<file path="src/rtl/trd_pkg.sv">
// Shared constants and types for the hardware thread scheduler.
// Holds the thread-count parameters, lock timeout limit and scheduler state encoding.
package trd_pkg;

    localparam int NUM_TRD = 8;
    localparam int TRD_W   = 3;
    localparam int QNT_W   = 4;
    localparam int LOCK_W  = 6;

    localparam logic [LOCK_W-1:0] ATOMIC_MAX = 6'd63;

    typedef enum logic [1:0] {
        IDLE = 2'd0,
        RUN  = 2'd1,
        LOCK = 2'd2
    } trd_sched_state_t;

endpackage

</file>
<file path="src/rtl/rr_pick.sv">
// Combinational round-robin picker: first set mask bit at offset+1 .. offset+7, then offset.
// With an empty mask the index falls back to the offset and found stays low.
module rr_pick
    import trd_pkg::*;
(
    input  logic [NUM_TRD-1:0] mask,
    input  logic [TRD_W-1:0]   offset,
    output logic [TRD_W-1:0]   index,
    output logic               found
);

    logic [TRD_W-1:0] cand;

    // NOTE: every variable written here gets a default first, so no path can infer a latch.
    always_comb begin
        index = offset;
        found = 1'b0;
        cand  = offset;
        // Scan farthest-first so the nearest candidate overwrites and wins; i = NUM_TRD wraps to offset.
        for (int i = NUM_TRD; i >= 1; i--) begin
            cand = offset + TRD_W'(i);
            if (mask[cand]) begin
                index = cand;
                found = 1'b1;
            end
        end
    end

endmodule

</file>
<file path="src/rtl/trd_sched.sv">
// Round-robin hardware thread scheduler with time-slice quantum, atomic lock and lock timeout.
// All state lives here; the search itself is delegated to rr_pick.
module trd_sched
    import trd_pkg::*;
(
    input  logic               clk,
    input  logic               rst,
    input  logic [NUM_TRD-1:0] run_trd,
    input  logic               stall,
    input  logic               atomic,
    input  logic               yield,
    input  logic [QNT_W-1:0]   quantum,
    output logic [TRD_W-1:0]   cur_trd,
    output logic [TRD_W-1:0]   nxt_trd,
    output logic               cur_vld,
    output logic               switch_p,
    output logic               atomic_to
);

    trd_sched_state_t    state_q, state_d;
    logic [TRD_W-1:0]    cur_trd_q, cur_trd_d;
    logic [QNT_W-1:0]    qcnt_q, qcnt_d;
    logic [LOCK_W-1:0]   lock_cnt_q, lock_cnt_d;
    logic                cur_vld_q, cur_vld_d;
    logic                switch_p_q, switch_p_d;
    logic                atomic_to_q, atomic_to_d;

    logic [TRD_W-1:0]    pick_idx;
    logic                any_run;
    logic                cur_live;
    logic                do_switch;

    rr_pick u_rr_pick (
        .mask   (run_trd),
        .offset (cur_trd_q),
        .index  (pick_idx),
        .found  (any_run)
    );

    always_comb begin
        state_d     = state_q;
        cur_trd_d   = cur_trd_q;
        qcnt_d      = qcnt_q;
        lock_cnt_d  = lock_cnt_q;
        cur_vld_d   = cur_vld_q;
        atomic_to_d = atomic_to_q;
        switch_p_d  = 1'b0;
        do_switch   = 1'b0;
        cur_live    = run_trd[cur_trd_q];

        if (!stall) begin
            if (!any_run) begin
                state_d    = IDLE;
                lock_cnt_d = '0;
            end else begin
                case (state_q)
                    IDLE: begin
                        state_d    = RUN;
                        cur_trd_d  = pick_idx;
                        qcnt_d     = quantum;
                        switch_p_d = 1'b1;
                    end
                    RUN: begin
                        if (!cur_live) begin
                            do_switch = 1'b1;
                        end else if (atomic) begin
                            state_d = LOCK;
                        end else if (yield || (qcnt_q == '0)) begin
                            do_switch = 1'b1;
                        end else begin
                            qcnt_d = qcnt_q - 1'b1;
                        end
                    end
                    LOCK: begin
                        // The increment that would reach ATOMIC_MAX is the timeout itself.
                        if (!cur_live) begin
                            do_switch = 1'b1;
                        end else if (lock_cnt_q == (ATOMIC_MAX - 6'd1)) begin
                            atomic_to_d = 1'b1;
                            do_switch   = 1'b1;
                        end else if (atomic) begin
                            lock_cnt_d = lock_cnt_q + 1'b1;
                        end else begin
                            state_d    = RUN;
                            lock_cnt_d = '0;
                        end
                    end
                    default: state_d = IDLE;
                endcase

                if (do_switch) begin
                    state_d    = RUN;
                    lock_cnt_d = '0;
                    cur_trd_d  = pick_idx;
                    qcnt_d     = quantum;
                    switch_p_d = (pick_idx != cur_trd_q);
                end
            end
            cur_vld_d = (state_d != IDLE) && run_trd[cur_trd_d];
        end
    end

    // NOTE: state flops use non-blocking assignments so every flop samples pre-edge values.
    always_ff @(posedge clk or posedge rst) begin
        if (rst) begin
            state_q     <= IDLE;
            cur_trd_q   <= '0;
            qcnt_q      <= '0;
            lock_cnt_q  <= '0;
            cur_vld_q   <= 1'b0;
            switch_p_q  <= 1'b0;
            atomic_to_q <= 1'b0;
        end else begin
            state_q     <= state_d;
            cur_trd_q   <= cur_trd_d;
            qcnt_q      <= qcnt_d;
            lock_cnt_q  <= lock_cnt_d;
            cur_vld_q   <= cur_vld_d;
            switch_p_q  <= switch_p_d;
            atomic_to_q <= atomic_to_d;
        end
    end

    assign cur_trd   = cur_trd_q;
    assign nxt_trd   = pick_idx;
    assign cur_vld   = cur_vld_q;
    assign switch_p  = switch_p_q;
    assign atomic_to = atomic_to_q;

endmodule

</file>
<file path="config.mk">
export PLATFORM = sky130hd
export DESIGN_NAME = trd_sched
export DESIGN_NICKNAME = d
export VERILOG_FILES = /design/src/rtl/trd_pkg.sv /design/src/rtl/rr_pick.sv /design/src/rtl/trd_sched.sv
export SDC_FILE = /design/constraint.sdc
export NUM_CORES = 1
export LEC_CHECK = 0
export BUFFER_PORTS_ARGS = -buffer_cell sky130_fd_sc_hd__buf_2
export CELL_PAD_IN_SITES_DETAIL_PLACEMENT = 1
export CELL_PAD_IN_SITES_GLOBAL_PLACEMENT = 1
export CORE_ASPECT_RATIO = 0.5
export CORE_MARGIN = 4
export CORE_UTILIZATION = 30
export DETAILED_ROUTE_END_ITERATION = 12
export GPL_ROUTABILITY_DRIVEN = 0
export PLACE_DENSITY = 0.59
export SLEW_MARGIN = 5
export SYNTH_ARGS = -nofsm -noshare
export SYNTH_HDL_FRONTEND = slang
export SYNTH_HIERARCHICAL = 1
export SYNTH_SLANG_ARGS = --single-unit
export TNS_END_PERCENT = 20
</file>
<file path="constraint.sdc">
create_clock -name clk -period 5.05 [get_ports clk]
set_input_delay 0.2525 -clock clk [delete_from_list [all_inputs] [get_ports clk]]
set_output_delay 0.2525 -clock clk [all_outputs]
set_load 0.1 [all_outputs]
</file>
==> results of run 1 <==
[cells in the mapped netlist, types with 3 or more instances]
master,n,share of area
o211ai_1,3,0.011
buf_2,6,0.014
mux2_1,3,0.016
a21oi_1,9,0.021
mux4_2,6,0.063
nor2b_1,7,0.020
nor2_1,9,0.016
a22oi_1,6,0.021
a22o_1,5,0.020
a211oi_1,6,0.021
o22ai_1,3,0.0088
mux2_2,5,0.026
nor3_1,6,0.014
nand2b_1,7,0.020
mux2i_1,11,0.051
a221oi_1,3,0.012
nand2_1,24,0.042
a21o_1,4,0.014
nand3_1,4,0.0094
o21ai_1,10,0.023
ha_1,9,0.053
inv_1,16,0.028
xor2_1,5,0.020
dfrtp_1,18,0.21
a31oi_1,4,0.012
[state kept, by name, indices dropped and copies added, names as in the netlist]
signal / cells
state_q: 2
cur_vld: 1
switch_p: 1
cur_trd: 3
atomic_to: 1
qcnt_q: 4
lock_cnt_q: 6
[per-layer routing]
layer / GRT usage / wire [µm] / vias up
met4: 0.0214 / 9 / 0
met1: 0.193 / 2960 / 1000
met3: 0.0213 / 150 / 2
met5: 0 / 0 / -
li1: - / - / 958
met2: 0.285 / 3250 / 23
[logic make-up after synthesis]
group                      after synthesis
adders and majority gates                9
AOI/OAI and AO/OA                       78
and+or+nand+nor                         73
xor gates and xnor gates                 7
buffers and inverters                   28
DFF                                     18
muxes                                   27
[stage by stage]
step | util | worst slack (ps) | area (µm²) | hold WS [ps]
3_5_place_dp | 0.350 | 1090 | 2380 | 399
4_1_cts | 0.363 | 1030 | 2470 | 135
6_report | 0.363 | 1040 | 2470 | 108
5_1_grt | 0.363 | 711 | 2470 | 173
2_1_floorplan | - | 97.8 | 2190 | 191
3_3_place_gp | 0.350 | 1190 | 2380 | 389
[final timing paths]
| check | to | slack [ps] | start |
|---|---|---|---|
| worst max-delay path | nxt_trd[2] | 1040 | cur_trd[0] |
| worst min-delay path | cur_trd[2] | 110 | rst |
| worst max register to register | cur_vld | 1070 | cur_trd[0] |
| worst min register to register | cur_vld | 480 | cur_vld |
| max in group asynchronous | cur_trd[1] | 4460 | rst |
| min in group clk | qcnt_q[1] | 270 | quantum[1] |
[final cells by class]
class	instances	area, µm²
clock buffers	4	88.8
repair buffers	27	140
flip-flops and latches	18	452
inverters	17	63.8
fillers	801	4340
multi-input cells	194	1610
well taps	92	115
[worst max-delay path: cells and delay by family (launching register included)]
family	cells	cell delay [ps]
flip-flops	1	320
AO/OA/AOI/OAI	5	1210
multiplexers	1	470
adder cells (fa/ha/maj)	1	500
buffers and inverters	3	990
==> summary.md, run 1 <==
| Metric | Value |
|---|---|
| Register area share after synthesis | 0.211 |
| Hold Buf Count CTS | 0 |
| First-pass GRT wire length | 10700 µm |
| Core region area | 0.00681 mm² |
| Starting Density | 0.314 |
| DIE HEIGHT | 67.7 µm |
| Htree depth | 1 |
| Via/cell ratio | 5.63 |
| Worst path required time | 4800 ps |
| Flops & latches, synth | 18 |
| CTS root buffer | clkbuf_16 |
| Endpoints failing setup | 0 |
| Maximum cell stage delay along the critical path | 520 ps |
| Main combinational cell family by area after synthesis | compound AO/OA/AOI/OAI gates |
| Most frequent cells in the layout | buf_2, nand2_1, dfrtp_1, inv_1, mux2i_1 |
| Synth warn | 6 |
| Buffers added on ports | 25 |
| Post-CTS Setup Bufs | 0 |
| Vias in the first global route | 2087 |
| Resized cells post-CTS | 0 |
| Kind of critical path | reg2out |
| Post-Place Cells | 348 |
| Highest clock rate | 0.249 GHz |
| Drt total wl | 6370 µm |
| Layout cell share with drive strength beyond 1 | 0.235 |
| Worst slew pin tran | 820 ps |
| Post-synth EDFFs | 0 |
| Starting DRT DRC Count | 107 |
| Final min period | 4010 ps |
| HP Class | in2async |
| Unrepaired setup endpoints after global routing | false |
| Synthesized cell area | 0.00214 mm² |
| Synth cell types | 63 |
| Fin. max-slew vios | 0 |
| Ant diodes | 0 |
| Status | finished clean |
| CP Data Arrival Time | 3760 ps |
| Clock buffer count from CTS | 3 |
| CTS Sinks | 18 |
| Clock latency on the worst-skew pair | 250 ps |
| Initial antenna violation count | 0 |
| Tot GR Track Use | 0.152 |
| Net count, final | 287 |
| CP startpoint kind | flip-flop |
| DR WL/cell | 18.1 µm |
| Die Wd | 127 µm |
| Crit end category | output port |
| Die area | 0.00862 mm² |
| Syn Area/Cell | 8.91 µm² |
| Syn nets | 266 |
| Max-Cap Viols | 0 |
| Post-Synth Simple-Gate Area | 0.182 |
| Most common cell after layout, fill and taps aside | buf_2 |
| Synth Area in Compound Gates | 0.286 |
| Non-Filler Instances | 352 |
| Rel. slew slack | 0.453 |
| Ports | 26 |
| Synth Area in Adders | 0.0527 |
| CTS tree | done |
| Reg clk slew, reported paths | 50 ps |
| Max Root-Sink Buffers | 2 |
| Final period utilization | 0.794 |
| Area Growth Syn to Fin | 15.4% |
| DRC | 0 |
| Async S/R FF share, synth | 1.00 |
| Pin count of the biggest net entering global routing | 27 |
| Synth Instances | 240 |
| Antenna-violating nets left | 0 |
| Synth Area in XOR/XNOR | 0.0287 |
| CP Max Fanout | 26 |
| FP Rows | 21 |
| Detailed Place HPWL | 4850 µm |
| Number of cells on the worst reg-to-reg path | 12 |
| Worst path cell trace | buf_4 > inv_1 > ha_1 > mux4_2 > a22oi_1 > a221o_1 > a32o_2 > a211oi_1 > a211oi_4 > buf_2 |
| Total number of vias | 1983 |
| Final Skew | 2.44 ps |
| Crit-path slowest cell | buf_2 |
| Final setup TNS | 0 ps |
| Ys flop type | dfrtp_1 |
| Hold Vio Cnt, Final | 0 |
| Post-synthesis mux area share | 0.180 |
| Pre-antenna DRT Iters | 4 |
| GR Overflow Total | 0 |
Power of run 1 is left out: the tool's default activity adds up to more than one toggle a clock period on the data nets, which glitch-free logic cannot reach.
==> run 2, diff against run 1 <==
ABC_AREA = 1   (was default)
PLACE_DENSITY = 0.65   (was 0.59)
clock period = 3.4 ns   (was 5.05 ns; I/O delays follow)
==> run 2 against run 1 <==
Effect of this change:
- flip-flop and latch count stayed put
- clock skew decreased by 0.90 ps
- die area down 2.9%
- worst hold slack worse by 63 ps
- routed wire length shrank 4.5%
- final cell count grew 24%
- synthesized area is 3.2% lower
- utilization shrank 0.55 points
- clock-buffer cell count unchanged
- non-clock buffer count up 1
- critical path depth increased by 14
==> summary.md, run 2 <==
| Metric | Value |
|---|---|
| CP startpoint kind | flip-flop |
| Endpoints failing setup | 0 |
| Unrepaired setup endpoints after global routing | false |
| Pin count of the biggest net entering global routing | 19 |
| Reg clk slew, reported paths | 60 ps |
| Hold Vio Cnt, Final | 0 |
| Final Skew | 1.54 ps |
| GR Overflow Total | 0 |
| Die area | 0.00837 mm² |
| CP Max Fanout | 15 |
| Pre-antenna DRT Iters | 4 |
| Antenna-violating nets left | 0 |
| Register area share after synthesis | 0.218 |
| Clock buffer count from CTS | 3 |
| Worst slew pin tran | 763 ps |
| Synth cell types | 36 |
| Synthesized cell area | 0.00207 mm² |
| CTS Sinks | 18 |
| Syn Area/Cell | 6.55 µm² |
| DR WL/cell | 14.0 µm |
| CTS root buffer | clkbuf_16 |
| Die Wd | 125 µm |
| Post-DP Area | 0.00231 mm² |
| Final min period | 3040 ps |
| Non-Filler Instances | 435 |
| Max Root-Sink Buffers | 2 |
| Top post-synthesis cells by area | dfrtp_1, nand2_1, nand3_1, inv_1, ha_1 |
| Max FFs per register | 6 |
| Post-Place Worst Slack | 202 ps |
| Buffers added on ports | 25 |
| Area Growth Syn to Fin | 15.6% |
| DIE HEIGHT | 66.7 µm |
| Max-Cap Viols | 0 |
| Post-Place Cells | 431 |
| Most common cell after layout, fill and taps aside | nand2_1 |
| Ant diodes | 0 |
| Vias in the first global route | 2209 |
| Design area | 0.00239 mm² |
| FP Rows | 21 |
| Top reg by flops | lock_cnt_q |
| Synth top cells by count | nand2_1, nand3_1, inv_1 |
| CTS tree | done |
| Highest clock rate | 0.328 GHz |
| Top cell type by total area after synthesis | dfrtp_1 |
| Synth Instances | 316 |
| Worst path required time | 3550 ps |
| Final setup TNS | 0 ps |
| Kind of critical path | reg2reg |
| Resized cells post-CTS | 0 |
| Starting DRT DRC Count | 64 |
| Synth warn | 6 |
| Htree depth | 1 |
| Post-synth EDFFs | 0 |
| Synth top area share | 0.218 |
| Crit end category | flip-flop |
| Starting Density | 0.309 |
| Detailed Place HPWL | 4990 µm |
| Post-CTS Setup Bufs | 0 |
| Via/cell ratio | 4.80 |
| Ys flop type | dfrtp_1 |
| HP Class | in2async |
| Status | finished clean |
| Async S/R FF share, synth | 1.00 |
| Rel. slew slack | 0.491 |
| Tot GR Track Use | 0.152 |
| Net count, final | 370 |
| Layout fillers | 886 |
| CP Data Arrival Time | 3190 ps |
| Flops & latches, synth | 18 |
| Ports | 26 |
| Core region area | 0.00670 mm² |
| Drt total wl | 6090 µm |
| Most frequent cells in the layout | nand2_1, nand3_1, inv_1, buf_2, o21ai_0 |
| Total number of vias | 2089 |
| Most frequent cell after synthesis | nand2_1 |
| First-pass GRT wire length | 10400 µm |
| DRC | 0 |
| Worst setup slack after layout | 356 ps |
| Layout cell share with drive strength beyond 1 | 0.216 |
| Clock latency on the worst-skew pair | 250 ps |
| Initial antenna violation count | 0 |
| Fin. max-slew vios | 0 |
| Syn nets | 342 |
| Final period utilization | 0.895 |
| Hold Buf Count CTS | 0 |
==> run 2: cell types whose count changed after synthesis, sizes merged, moves of 5 or more <==
cell	previous run	this run
inv	17	47
nand3	5	54
nor2b	7	0
a211oi	6	0
o21ai	11	20
mux2	8	0
nand2b	7	0
a22o	5	0
mux4	7	0
o211ai	5	0
nand2	24	107
a22oi	6	0
mux2i	12	0
==> run 2: routing by layer <==
metal / global-route usage / vias to the layer above / share of wire
li1: - / 1081 / -
met1: 0.188 / 985 / 0.49
met2: 0.286 / 16 / 0.49
met3: 0.0104 / 7 / 0.011
met4: 0.0446 / 0 / 0.014
met5: 0 / - / 0
==> run 2: cell type report <==
cell class | instances | area [µm²] | area share
well taps | 92 | 115 | 0.0481
inverters | 47 | 189 | 0.0790
repair buffers | 28 | 148 | 0.0617
multi-input cells | 246 | 1400 | 0.587
flip-flops and latches | 18 | 458 | 0.191
clock buffers | 4 | 78.8 | 0.0329
==> run 2: stage by stage <==
stage	hold slack (ps)	util
3_5_place_dp	355	0.345
3_3_place_gp	340	0.345
4_1_cts	81.7	0.357
5_1_grt	137	0.357
2_1_floorplan	109	-
6_report	44.7	0.357
==> run 2: path summary, 6_finish.rpt <==
check                           start             to  slack [ps]  depth (start not counted)
min reg2reg                   cur_vld        cur_vld         470                          2
min in group clk                stall        cur_vld         210                          3
max in group asynchronous         rst     cur_trd[0]        2800                          2
min                               rst  lock_cnt_q[4]          40                          2
max reg2reg                cur_trd[0]        cur_vld         360                         24
max                        cur_trd[0]        cur_vld         360                         24
==> run 2: critical path: stages, from the launching register on <==
cell      delay, ps
dfrtp_4         530
inv_8            70
ha_1            400
inv_1           210
nand3_1         160
nand3_2         120
nand2_2          60
inv_1            70
nor2_1           40
o21bai_1        130
nand2_1          70
nand2_1          70
nand2_1          50
nand2_1          60
nand2_2          80
nand2_1          70
o21ai_0         100
nand2_2         110
nand3_4         100
nand2_4          90
nand2_1          60
nand3_1          70
nand3_1          70
nand3_1          90
nand2_1          50
==> run 2: cells by family after synthesis <==
kind of cell / after synthesis / share of synthesized area
simple gates: 186 / 0.444
buf+inv: 52 / 0.113
compound gates: 42 / 0.129
flops: 18 / 0.218
xor+xnor: 9 / 0.0417
fa+ha+maj: 9 / 0.0544
Power of run 2 is left out for the same reason.
